[config.mk]
export PLATFORM = sky130hd
export DESIGN_NAME = regfile_param
export DESIGN_NICKNAME = d
export VERILOG_FILES = /design/src/rtl/regfile_param.sv
export SDC_FILE = /design/constraint.sdc
export NUM_CORES = 2
export LEC_CHECK = 0
export CORE_ASPECT_RATIO = 2
export CORE_MARGIN = 4
export CORE_UTILIZATION = 49
export CTS_CLUSTER_DIAMETER = 60
export DETAILED_ROUTE_END_ITERATION = 10
export MAX_ROUTING_LAYER = met4
export PLACE_DENSITY_LB_ADDON = 0.05
export REMOVE_ABC_BUFFERS = 1
export SLEW_MARGIN = 5
export SYNTH_ARGS = -nofsm -noshare
export SYNTH_HDL_FRONTEND = slang
export SYNTH_SLANG_ARGS = --single-unit
export TNS_END_PERCENT = 20
[constraint.sdc]
create_clock -name clk -period 3.9 [get_ports clk]
set_input_delay 0.78 -clock clk [delete_from_list [all_inputs] [get_ports clk]]
set_output_delay 0.78 -clock clk [all_outputs]
set_load 0.005 [all_outputs]
[src/rtl/regfile_param.sv]
// Parametrised integer register file with scoreboard,
// debug read port and sequenced bulk-clear engine.
module regfile_param #(
  parameter int XLEN = 32,
  parameter int NREG = 32,
  localparam int AW = $clog2(NREG)
) (
  input  logic            clk,
  input  logic            rst,
  input  logic [AW-1:0]   A1,
  input  logic [AW-1:0]   A2,
  output logic [XLEN-1:0] RD1,
  output logic [XLEN-1:0] RD2,
  input  logic            WE3,
  input  logic [AW-1:0]   A3,
  input  logic [XLEN-1:0] WD3,
  input  logic            iss_valid,
  input  logic [AW-1:0]   iss_rd,
  output logic            busy1,
  output logic            busy2,
  input  logic [AW-1:0]   dbg_addr,
  output logic [XLEN-1:0] dbg_data,
  input  logic            clr_req,
  output logic            clr_busy,
  output logic            clr_done
);

  typedef enum logic [1:0] {
    IDLE  = 2'd0,
    CLEAR = 2'd1,
    DONE  = 2'd2
  } state_t;

  localparam logic [AW-1:0] ZERO = '0;
  localparam logic [AW-1:0] ONE  = AW'(1);
  localparam logic [AW-1:0] LAST = AW'(NREG - 1);

  state_t             state;
  state_t             state_nxt;
  logic [AW-1:0]      ptr;
  logic [AW-1:0]      ptr_nxt;
  logic [XLEN-1:0]    regs [NREG];
  logic [NREG-1:0]    busy;
  logic [NREG-1:0]    busy_nxt;

  logic idle;
  logic take_clr;
  logic wr_en;
  logic iss_en;
  logic clr_en;
  logic byp1;
  logic byp2;

  assign idle     = (state == IDLE);
  assign take_clr = idle & clr_req;
  assign wr_en    = idle & ~clr_req & WE3 & (A3 != ZERO);
  assign iss_en   = iss_valid & (iss_rd != ZERO);
  assign clr_en   = (state == CLEAR);

  assign byp1 = WE3 & (A3 != ZERO) & (A3 == A1);
  assign byp2 = WE3 & (A3 != ZERO) & (A3 == A2);

  // Clear FSM state and sweep pointer.
  always_ff @(posedge clk or negedge rst) begin
    if (!rst) begin
      state <= IDLE;
      ptr   <= ONE;
    end else begin
      state <= state_nxt;
      ptr   <= ptr_nxt;
    end
  end

  // Clear FSM next-state: sweep r1..rNREG-1, then pulse done.
  always_comb begin
    state_nxt = state;
    ptr_nxt   = ptr;
    unique case (state)
      IDLE: begin
        if (clr_req) begin
          state_nxt = CLEAR;
          ptr_nxt   = ONE;
        end
      end
      CLEAR: begin
        ptr_nxt = ptr + ONE;
        if (ptr == LAST) begin
          state_nxt = DONE;
        end
      end
      DONE: begin
        state_nxt = IDLE;
        ptr_nxt   = ONE;
      end
      default: begin
        state_nxt = IDLE;
        ptr_nxt   = ONE;
      end
    endcase
  end

  // Storage: normal writes in IDLE, one zeroed entry per CLEAR cycle.
  always_ff @(posedge clk or negedge rst) begin
    if (!rst) begin
      for (int i = 0; i < NREG; i++) begin
        regs[i] <= '0;
      end
    end else if (wr_en) begin
      regs[A3] <= WD3;
    end else if (clr_en) begin
      regs[ptr] <= '0;
    end
  end

  // Scoreboard next value: a new issue supersedes a completing write.
  always_comb begin
    busy_nxt = busy;
    if (idle) begin
      if (clr_req) begin
        busy_nxt = '0;
      end else begin
        if (WE3 && (A3 != ZERO)) begin
          busy_nxt[A3] = 1'b0;
        end
        if (iss_en) begin
          busy_nxt[iss_rd] = 1'b1;
        end
      end
    end
  end

  // Scoreboard register.
  always_ff @(posedge clk or negedge rst) begin
    if (!rst) begin
      busy <= '0;
    end else begin
      busy <= busy_nxt;
    end
  end

  // Read ports: bypass on matching write, forced zero outside IDLE/reset.
  always_comb begin
    RD1      = '0;
    RD2      = '0;
    dbg_data = '0;
    if (rst && idle) begin
      RD1      = byp1 ? WD3 : regs[A1];
      RD2      = byp2 ? WD3 : regs[A2];
      dbg_data = regs[dbg_addr];
    end
  end

  // Status outputs, all from registered state.
  always_comb begin
    busy1    = rst & busy[A1];
    busy2    = rst & busy[A2];
    clr_busy = rst & (state == CLEAR);
    clr_done = rst & (state == DONE);
  end

endmodule

==> metrics.yaml <==
synthDistinctLibCells: 66
wl_met2_mm: 149
critPathSlowestCell: "clkdlybuf4s50_1"
fmax_mhz: 248
rsz0062_at_grt: "yes"
drv_cap: 0
worstPathArrival_ns: 3.26
synth_edf_count: 0
clock_sinks: 1063
fin_ws_ns: -0.139
instances_no_fill: 7333
yosys.area.top_type: "dfrtp_1"
drc: 0
dp_cells: 7049
clk_pin_slew_ns: 0.08
final_area_sq_mm: 0.0801
ant_nets: 0
clock_latency_ns: 0.77
setup_viol: 31
required_ns: 3.12
area_delta_synth_final_pct: 21.3
crit_fanout: 11
dieHeight_microns: 527
avgSynthCellArea_sq_um: 12.8
num_rows: 190
final.min_clock_period_ns: 4.04
ir_drop_v: 0.000368
timing.slew.headroom: 0.238
yosysSeqAreaShare: 0.403
dp_hpwl_mm: 210
place_area_sq_mm: 0.0742
failed_checks: "negative setup slack"
root_buffer: "clkbuf_16"
cts.path.max_buffers: 3
grt_pass1_vias: 59400
crit_family: "buffers and inverters"
status: "finished, violations left"
cp.buffers_inverters: 5
htreeDepth: 3
grt_pass1_wl_mm: 467
drt-total-wl_mm: 336
globalplace.congestion: 0.971
drt_iter0_markers: 8919
synth_area_leaders: "dfrtp_1 (40%), mux4_2 (21%), a22o_1 (13%), mux2i_1 (7.3%), a221oi_1 (2.3%)"
yosys_warnings: 0
synth_ff_type: "dfrtp_1"
portBuffers: 161
wl_met1_mm: 111
routed_via_density: 8.08
maxSlewViolCount: 0
grt_max_degree: 158
synthCells: 5147
start_util: 0.493
drive_above_1_share: 0.320
syn-cell-area_sq_mm: 0.0660
path_cells: "buf_12 > nor2_4 > buf_4 > a221oi_1 > buf_4 > o31ai_1 > o32a_1 > a21oi_1 > buf_4 > clkdlybuf4s50_1"
seqCellArea_sq_mm: 0.0266
fin_nets: 5551
synth-seq-cells: 1063
wl_met3_mm: 39.5
power_mw: 31.5
dr.pass1.iters: 8
cts_hold_buf: 0
io_pins: 162
cellLeakagePower_nw: 35.0
cts_tree: "done"
core-area_sq_mm: 0.134
grt_usage: 0.485
hold_class: "in2async"
dieArea_sq_mm: 0.141
worstMarginPinSlew_ns: 1.14
synth_top_area_share: 0.403
n_fill_cell: 10700
routed.top_layer: "met4"
utilization: 0.598
critPathMostFrequentCell: "buf_4"
period_share: 1.04
async_flop_share: 1.00
fin_skew_ns: 0.0373
tns_ns: -1.41
multi_input_area_sq_mm: 0.0373
end_kind: "primary output"
path_class: "in2out"
cts_buffers: 105
critPathLaunchType: "primary input"
power.density_mw_per_mm2: 393
die_w_microns: 268
worst_path_largest_cell_delay_ns: 0.43
dr_total_vias: 59300
antenna_found_initial: 24
overflow: 0
hold_viol_final: 0
avgRoutedWirePerCell_microns: 45.9
-- final timing paths --
kind / from / end / slack (ns) / cells after the start
min in group clk: busy[2] / busy[2] / 0.54 / 2
min: rst / regs[495] / 0.13 / 2
max in group asynchronous: rst / regs[237] / 1.99 / 4
max reg2reg: state[1] / regs[932] / 0.78 / 7
min reg2reg: busy[2] / busy[2] / 0.54 / 2
max: A2[1] / RD2[21] / -0.14 / 10
-- cell type report --
| class | instances | share of cell area |
|---|---|---|
| Tap cell | 1728 | 0.0270 |
| Antenna cell | 36 | 0.00112 |
| Multi-Input combinational cell | 3407 | 0.465 |
| Clock inverter | 45 | 0.00891 |
| Clock buffer | 147 | 0.0376 |
| Timing Repair Buffer | 899 | 0.127 |
| Inverter | 8 | 0.000437 |
| Sequential cell | 1063 | 0.332 |
-- report_power, final --
part	internal [mW]	total (mW)	switching (mW)	leakage, nW
Sequential	11.5	12.2	0.618	14.8
Clock	6.51	11.5	4.97	1.83
Combinational	2.75	7.84	5.09	18.4
Total	20.8	31.5	10.7	35.0
-- metal layers --
metal,global-route usage,vias up
met3,0.147,1813
li1,-,21800
met2,0.693,5154
met4,0.416,0
met1,0.553,30600
met5,-,-
-- cell families (layout without fill, tap and decap cells) --
kind of cell / count (synthesis) / after routing / synth area share
adders and majority gates: 5 / 5 / 0.000948
and+or+nand+nor: 580 / 581 / 0.0434
muxes: 1130 / 1130 / 0.288
buffers and inverters: 678 / 1099 / 0.0526
other: 0 / 36 / 0
AOI/OAI and AO/OA: 1681 / 1681 / 0.211
xor gates and xnor gates: 10 / 10 / 0.00133
DFF: 1063 / 1063 / 0.403
-- stage by stage --
stage	hold slack (ns)	worst slack, ns
finish	0.135	-0.139
detailed placement	0.514	-0.638
global route	0.146	-0.135
floorplan	0.482	-0.775
global placement	0.503	-0.666
CTS	0.121	-0.175
-- cell usage after synthesis (18+ instances only) --
master and number:
nand4_1 35, buf_4 41, nand2_1 146, nand3_1 56, a211o_1 18, buf_1 55
a22o_1 996, nor3_1 39, a21oi_1 59, a21o_1 40, o22ai_1 30, o22ai_2 29
a22oi_1 25, nand2b_1 51, a211oi_1 18, nor2_1 130, and2_1 37, buf_6 40
o311ai_0 24, a31oi_1 36, mux4_2 609, mux2i_1 484, dfrtp_1 1062, mux2_2 36
and3_1 37, o21ai_0 130, clkbuf_1 336, buf_2 181, a221oi_1 171
-- flip-flops by register name, summed over array words and instances, names as in the netlist --
name,flops
regs,1024
busy,32
ptr,5
state,2
-- timing repair --
item	4_1_cts	5_1_grt
setup endpoints to repair	92	75
gates cloned	6	5
buffers inserted	23	24
pin swaps	25	31
resized for setup	158	130
-- cell usage in the layout, fill, tap and decap left out, types with 35 or more instances in the layout --
cell type,n
nor3_1,37
buf_4,496
diode_2,36
a221oi_2,61
mux2i_1,476
clkdlybuf4s50_1,90
nand2_1,145
clkbuf_16,112
buf_12,178
and2_1,35
mux4_2,609
a21o_1,40
o21ai_0,124
dfrtp_1,1061
buf_6,40
a22o_1,996
mux2_2,36
nand2b_1,50
nor2_1,97
a221oi_1,116
a21oi_1,55
nand4_1,35
nand3_1,54
Power figures use the tool's default switching activity.
